`config.mk`:
```
export PLATFORM = sky130hd
export DESIGN_NAME = fc_act_collector
export DESIGN_NICKNAME = d
export VERILOG_FILES = /design/src/rtl/fc_act_collector.sv
export SDC_FILE = /design/constraint.sdc
export NUM_CORES = 2
export LEC_CHECK = 0
export ABC_CLOCK_PERIOD_IN_PS = 3600
export CAP_MARGIN = 15
export CELL_PAD_IN_SITES_DETAIL_PLACEMENT = 1
export CELL_PAD_IN_SITES_GLOBAL_PLACEMENT = 1
export CORE_MARGIN = 2
export CORE_UTILIZATION = 47
export DETAILED_ROUTE_END_ITERATION = 6
export GPL_ROUTABILITY_DRIVEN = 0
export HOLD_SLACK_MARGIN = 0.15
export PLACE_DENSITY_LB_ADDON = 0.3
export RECOVER_POWER = 25
export SYNTH_ARGS = -nofsm -noshare
export SYNTH_HDL_FRONTEND = slang
export SYNTH_SLANG_ARGS = --single-unit
```
`constraint.sdc`:
```
create_clock -name clk -period 3.6 [get_ports clk]
set_clock_uncertainty 0.05 [all_clocks]
set_input_delay 0.72 -clock clk [delete_from_list [all_inputs] [get_ports clk]]
set_output_delay 0.72 -clock clk [all_outputs]
set_load 0.02 [all_outputs]
```
`src/rtl/fc_act_collector.sv`:
```
// Collects one frame of signed FC-layer sums, applies ReLU + rounded shift
// requantisation, and replays the activations as an unsigned valid/ready stream.
module fc_act_collector #(
    parameter int N_OUT = 256,
    parameter int IN_W  = 16,
    parameter int OUT_W = 10,
    parameter int SHIFT = 4
) (
    input  logic             clk,
    input  logic             rst_n,
    input  logic             in_valid,
    input  logic [IN_W-1:0]  in_sum,
    input  logic             out_ready,
    output logic             out_valid,
    output logic [OUT_W-1:0] out_data,
    output logic             out_last,
    output logic             frame_done,
    output logic             gap_err
);

    localparam int IDX_W = $clog2(N_OUT);
    localparam logic [IDX_W-1:0]       LAST_IDX = IDX_W'(N_OUT - 1);
    localparam logic signed [IN_W:0]   RND      = (IN_W+1)'(2 ** (SHIFT - 1));
    localparam logic signed [IN_W:0]   MAX_EXT  = (IN_W+1)'(2 ** (OUT_W - 1) - 1);
    localparam logic [OUT_W-1:0]       MAX_ACT  = OUT_W'(2 ** (OUT_W - 1) - 1);

    typedef enum logic [1:0] {
        IDLE    = 2'd0,
        COLLECT = 2'd1,
        DRAIN   = 2'd2
    } state_t;

    // Handshake: a word moves on every rising edge where out_valid && out_ready;
    // out_data/out_last hold while out_valid && !out_ready. The input side has
    // no ready: every in_valid cycle outside DRAIN is a sample.
    state_t             state;
    logic [IDX_W-1:0]   wr_idx;
    logic [IDX_W-1:0]   rd_idx;
    logic [OUT_W-1:0]   act_mem [N_OUT];

    logic signed [IN_W:0] sum_ext;
    logic signed [IN_W:0] rounded;
    logic [OUT_W-1:0]     act;
    logic                 accept;

    // One guard bit so the rounding add cannot overflow at the most positive sum.
    always_comb begin
        sum_ext = {in_sum[IN_W-1], in_sum};
        rounded = (sum_ext + RND) >>> SHIFT;
        act     = '0;
        if (!sum_ext[IN_W]) begin
            if (rounded > MAX_EXT) act = MAX_ACT;
            else                   act = rounded[OUT_W-1:0];
        end
    end

    assign accept = in_valid && (state != DRAIN);

    always_ff @(posedge clk) begin
        if (accept) act_mem[wr_idx] <= act;
    end

    always_ff @(posedge clk or negedge rst_n) begin
        if (!rst_n) begin
            state      <= IDLE;
            wr_idx     <= '0;
            rd_idx     <= '0;
            frame_done <= 1'b0;
            gap_err    <= 1'b0;
        end else begin
            frame_done <= 1'b0;
            case (state)
                IDLE: begin
                    if (in_valid) begin
                        wr_idx <= IDX_W'(1);
                        state  <= COLLECT;
                    end
                end
                COLLECT: begin
                    if (in_valid) begin
                        if (wr_idx == LAST_IDX) begin
                            wr_idx <= '0;
                            state  <= DRAIN;
                        end else begin
                            wr_idx <= wr_idx + IDX_W'(1);
                        end
                    end else begin
                        gap_err <= 1'b1;
                    end
                end
                DRAIN: begin
                    if (out_ready) begin
                        if (rd_idx == LAST_IDX) begin
                            rd_idx     <= '0;
                            state      <= IDLE;
                            frame_done <= 1'b1;
                        end else begin
                            rd_idx <= rd_idx + IDX_W'(1);
                        end
                    end
                end
                default: state <= IDLE;
            endcase
        end
    end

    assign out_valid = (state == DRAIN);
    assign out_last  = out_valid && (rd_idx == LAST_IDX);
    assign out_data  = out_valid ? act_mem[rd_idx] : '0;

endmodule

```
# Yosys cells after proc, flatten, opt, wreduce, memory -nomap -nowiden
# Memories as Yosys holds them, arrays and structs flattened.
# Index checks and enable logic that the tools add are counted.
# op_classes
add_sub_neg	3
n_lt_le_gt_ge	1
eq_ne	10
n_mux	19
bitwise	1
n_reduce_logical	8
# ops
op	count
two-way mux 8 bit	4
two-way mux 10 bit	3
adder 16 x 5 -> 17 bit, second input constant	1
adder 8 x 1 -> 8 bit, second input constant	2
equality test 8 bit, second input constant	2
case mux 8 bit (2 select lines)	1
greater-than comparator 13 x 10 -> 1 bit, second input constant	1
two-way mux 2 bit	5
!= test 2 bit, second input constant	5
case mux 2 bit (3 select lines)	1
two-way mux 1 bit	5
AND reduction 5 bit	1
AND reduction 2 bit	2
AND reduction 3 bit	1
equality test 2 x 1 -> 1 bit, second input constant	1
equality test 2 bit, second input constant	1
logical AND 1 bit	2
zero test 2 bit	1
!= test 2 x 1 -> 1 bit, second input constant	1
nonzero test 2 bit	1
NOT 1 bit	1
# totals
reg_bits	20
ramBits	2560
in_bits	20
out_inout_bits	14
n_memories	1
# mem_list
memory	words	width	rd	rd_clocked_by_memory_dff	write_ports	line	source
act_mem	256	10	1	0	1	39	logic [OUT_W-1:0] act_mem [N_OUT];

# Depth between registers and ports, before layout
# logic_depth
word_depth	4
ltp_mapped	13
mapped_depth_nobuf	8

# Least setup slack after synthesis
# Ideal clock, no wire load.
# synth_path
kind	input to register
start	input in_sum[5]
end	memory act_mem[0][0] (data pin)
arrival_time_ns	8.428
required_time_ns	1.974
slack_ns	-6.453
path_stages	6
cell_sequence	and4_1 -> and3_1 -> nor4b_1 -> o21bai_1 -> a21oi_1 -> a21oi_1
# synth_between
elab_chain_cells	4
# synth_lines
item	line	source
start: declaration	12	input logic [IN_W-1:0] in_sum,
adder 16 x 5 -> 17 bit	49	rounded = (sum_ext + RND) >>> SHIFT;
greater-than comparator 13 x 10 -> 1 bit	52	if (rounded > MAX_EXT) act = MAX_ACT;
two-way mux 10 bit	52	
two-way mux 10 bit	51	if (!sum_ext[IN_W]) begin
net act[0]	43	logic [OUT_W-1:0] act;
end: declaration	39	
# The timed path passes the listed nets, and every way through them passes these cells.

# Worst setup path after layout
# layout_path
start	register rd_idx[0]
end	output out_data[6]
# layout_between
elab_chain_cells	2
# layout_lines
item	line	source
start: declaration	38	logic [IDX_W-1:0] rd_idx;
start signal: assignment	98	rd_idx <= rd_idx + IDX_W'(1);
memory (256 x 10 bit)	n/a	
two-way mux 10 bit	109	assign out_data = out_valid ? act_mem[rd_idx] : '0;
end: declaration	15	output logic [OUT_W-1:0] out_data,
# No other way between the ends.

==> impl_metrics.tcl <==
set metrics [dict create \
    crit_arrival_ns 4.51 \
    worst_pin_slew_ns 1.507 \
    place.port_buffers 30 \
    postLayoutSetupSlackWorst_ns -1.685 \
    detailedRoute.firstIterationViolations 5877 \
    core_area_mm2 0.2123 \
    cts.reportedPaths.clkPinSlew_ns 0.06 \
    yosys.cell_types.count 73 \
    worstSkewPairLatency_ns 0.91 \
    effective_utilization_at_floorplan_pct 47.30 \
    routed_wire_length_per_instance_um 33.45 \
    grt.overflow.total 0 \
    comb_power_share_pct 3.0 \
    grt_antenna_before_repair 12 \
    layout_min_cycle_time_ns 5.285 \
    drt_first_pass_iters 5 \
    grt_use_total_pct 27.38 \
    rsz0062_at_grt "yes" \
    clkSinkCount 2580 \
    syn_inst 4548 \
    run_status "finished, violations left" \
    min_path_type "register to register" \
    cts_tree "done" \
    nets 5830 \
    via_per_inst 6.081 \
    total_power_per_unit_cell_area_mw_per_mm2 513.5 \
    violations "max-capacitance violations, max-slew violations, negative setup slack" \
    cts_buffer_depth 4 \
    power_report.internal_total_w 0.04939 \
    final-hold-violation-count 0 \
    floorplan.die_area_mm2 0.2173 \
    synth.ff_latch_count 2580 \
    avgSynthCellArea_um2 22.08 \
    placed_cells 8220 \
    worstPathRequired_ns 2.83 \
    relSlewSlack_pct -0.4442 \
    maxClockFrequency_mhz 189.2 \
    layout.cells.non_filler 8819 \
    synth_area_mm2 0.1004 \
    slew_violations 20 \
    htree_levels 5 \
    io-pin-count 34 \
    detail_route.drc_violations 0 \
    yosys_warnings 0 \
    maximum_capacitance_violations 1 \
    cts_made_buffers 284 \
    crit_fanout 7 \
    p_sw_share_pct 21.03 \
    vdd_drop_max_v 0.0005099 \
    dieWidth_um 466.2 \
    hpwl_um 190400 \
    power.clock.fraction_pct 43.5 \
    asyncSetResetFlopFracSynth_pct 0.7752 \
    via_count_of_the_first_global_routing_pass 56700 \
    cellLeakagePower_nw 39.25 \
    seq_area_frac_synth_pct 77.06 \
    timing.final.setup_violations 53 \
    pre_cts_ws_ns -1.401 \
    grt_max_degree 91 \
    synth-edff-count 2560 \
    dr_total_vias 53620 \
    antenna_left 0 \
    synth_top_flop_cell "sky130_fd_sc_hd__edfxtp_1" \
    layout_worst_path_cycle_share_pct 146.8 \
    end_kind "output port" \
    part_of_the_total_power_dissipated_in_sequential_elements_pct 53.5 \
    drt-total-wl_um 295000 \
    fp-row-count 169 \
    global_route_wire_length_before_repair_um 424200 \
    die_h_um 466.2 \
    power.net_switching_w 0.01316 \
    layout-area-overhead-vs-synth_pct 21.32 \
    ratio_of_cells_with_drive_above_1_in_the_final_layout_pct 34.56 \
    setup.worst_path.class "register to output port" \
    setup.worst_path.start_class "register" \
    cts.root.buffer_cell "sky130_fd_sc_hd__clkbuf_16" \
]
-- timing repair --
item | 4_1_cts | 5_1_grt
setup buffers | 106 | 8
pin swaps | 49 | 12
resized for setup | 246 | 40
setup endpoints to repair | 11 | 11
gates cloned | 15 | 0
endpoints found under the hold margin | 20 | 0
hold buffers | 1 | 0
-- power groups by stage --
stage	Combinational, W	Clock, W	Sequential (W)
after CTS	0.00195	0.0276	0.0335
after detailed placement	0.00194	0	0.0341
after global placement	0.00186	0	0.0341
final	0.00186	0.0272	0.0335
after floorplan	0.000752	0	0.0341
after global routing	0.00194	0.0286	0.0335
-- per-layer routing --
metal  vias up  routed length (um)  global-route usage (%)
li1      21380                   -                       -
met1     29060              112800                   36.74
met2      2570              144300                   44.54
met3       620               23280                   4.707
met4         4               14590                   11.75
met5         -                  27                       0
-- cell usage after synthesis, drive strengths merged, types with 3 or more instances --
cell type	number	share of area, %
edfxtp	2560	77
nor2b	11	0.069
nor3	12	0.060
nor4	3	0.019
a21boi	3	0.022
o32ai	3	0.026
and3	7	0.044
dfrtp	20	0.50
mux4	680	15
nand2	150	0.56
xnor2	7	0.061
o22ai	12	0.075
a211o	3	0.026
ha	7	0.087
a31oi	16	0.10
nand4	8	0.050
mux2i	136	1.4
o211ai	6	0.045
xor2	10	0.087
nand2b	6	0.037
o21ai	43	0.21
clkbuf	115	0.43
and2	13	0.081
a22o	5	0.044
a22oi	66	0.49
a311o	3	0.030
a311oi	5	0.044
clkinv	3	0.011
a21oi	46	0.23
nor2	306	1.1
a2111oi	5	0.050
buf	149	1.2
a221oi	17	0.15
nand3	27	0.13
nand3b	3	0.022
o31ai	5	0.037
mux2	6	0.067
inv	9	0.034
a211oi	13	0.097
o2111ai	5	0.044
o221ai	15	0.13
-- final cells by class --
| type | count | area, um^2 |
|---|---|---|
| multi-input cells | 1947 | 23090 |
| repair buffers | 978 | 9291 |
| diodes | 2 | 5.005 |
| well taps | 2821 | 3530 |
| flip-flops and latches | 2580 | 77390 |
| clock inverters | 128 | 1002 |
| inverters | 12 | 52.55 |
| clock buffers | 351 | 7443 |
| fillers | 18200 | 90490 |
-- stage by stage --
step | hold slack, ns | util (%) | total power (W) | cell area (um^2) | setup TNS, ns
after detailed placement | 0.4620 | 52.57 | 0.03603 | 111600 | -9.533
final | 0.4715 | 57.38 | 0.06255 | 121800 | -17.10
after global routing | 0.5109 | 57.37 | 0.06400 | 121800 | -50.58
after CTS | 0.4695 | 57.65 | 0.06300 | 122400 | -14.55
after floorplan | 0.3744 | - | 0.03485 | 101500 | -2539.06
after global placement | 0.4475 | 52.57 | 0.03592 | 111600 | -9.315
-- cell families (layout without fill, tap and decap cells) --
kind of cell             after synthesis  in the layout  synth area share (%)
other                                  1            258              0.003735
AND/OR/NAND/NOR                      555            555                 2.292
AO/OA/AOI/OAI                        290            290                 2.030
flip-flops                          2580           2580                 77.06
XOR/XNOR                              17             17                0.1483
multiplexers                         822            822                 16.68
adder cells (fa/ha/maj)                7              7               0.08722
buffers and inverters                276           1469                 1.705
-- worst max-delay path, cell delays in order, from the launching register on --
cell and delay, ns:
sky130_fd_sc_hd__dfrtp_4 0.51, sky130_fd_sc_hd__buf_12 0.17, sky130_fd_sc_hd__buf_16 0.16, sky130_fd_sc_hd__buf_12 0.13, sky130_fd_sc_hd__buf_12 0.12, sky130_fd_sc_hd__buf_8 0.12
sky130_fd_sc_hd__mux4_2 0.45, sky130_fd_sc_hd__mux4_2 0.58, sky130_fd_sc_hd__a22oi_2 0.27, sky130_fd_sc_hd__o21a_1 0.23, sky130_fd_sc_hd__o211ai_1 0.38, sky130_fd_sc_hd__buf_4 0.31
sky130_fd_sc_hd__buf_12 0.13
-- final timing paths --
kind,start,slack [ns],to,cells after the start
max in group asynchronous,rst_n,1.23,rd_idx[1],3
min,state[1],0.47,state[0],1
max,rd_idx[0],-1.68,out_data[6],12
min reg2reg,state[1],0.47,state[0],1
max reg2reg,state[1],0.09,act_mem[150][9],9
min in group asynchronous,rst_n,1.14,frame_done,3
-- sequential cells by signal (all words and copies together), names as in the netlist --
register and count:
act_mem 2560, rd_idx 8, wr_idx 8, state 2, frame_done 1, gap_err 1
-- cell usage in the layout, fill, tap and decap left out, types with 8 or more instances in the layout --
cell and count:
sky130_fd_sc_hd__buf_16 27, sky130_fd_sc_hd__buf_8 14, sky130_fd_sc_hd__dfrtp_1 14, sky130_fd_sc_hd__nor2_1 299, sky130_fd_sc_hd__nand4_1 8, sky130_fd_sc_hd__buf_12 103
sky130_fd_sc_hd__a22oi_2 22, sky130_fd_sc_hd__xor2_1 10, sky130_fd_sc_hd__a31oi_1 11, sky130_fd_sc_hd__a21oi_1 37, sky130_fd_sc_hd__conb_1 256, sky130_fd_sc_hd__bufinv_16 15
sky130_fd_sc_hd__clkbuf_16 288, sky130_fd_sc_hd__buf_6 44, sky130_fd_sc_hd__clkbuf_1 131, sky130_fd_sc_hd__a211oi_1 8, sky130_fd_sc_hd__clkbuf_4 16, sky130_fd_sc_hd__clkinv_2 43
sky130_fd_sc_hd__edfxtp_1 2560, sky130_fd_sc_hd__clkbuf_2 28, sky130_fd_sc_hd__o21ai_0 28, sky130_fd_sc_hd__clkinv_1 57, sky130_fd_sc_hd__and2_1 9, sky130_fd_sc_hd__o22ai_1 11
sky130_fd_sc_hd__mux2i_1 131, sky130_fd_sc_hd__nand3_1 22, sky130_fd_sc_hd__a221oi_1 10, sky130_fd_sc_hd__nor3_1 9, sky130_fd_sc_hd__a22oi_1 44, sky130_fd_sc_hd__inv_1 9
sky130_fd_sc_hd__nand2_2 11, sky130_fd_sc_hd__buf_4 653, sky130_fd_sc_hd__o221ai_1 14, sky130_fd_sc_hd__nand2_1 135, sky130_fd_sc_hd__mux4_2 680, sky130_fd_sc_hd__clkdlybuf4s50_1 16
Note: power is estimated with default switching activity, not from simulation.
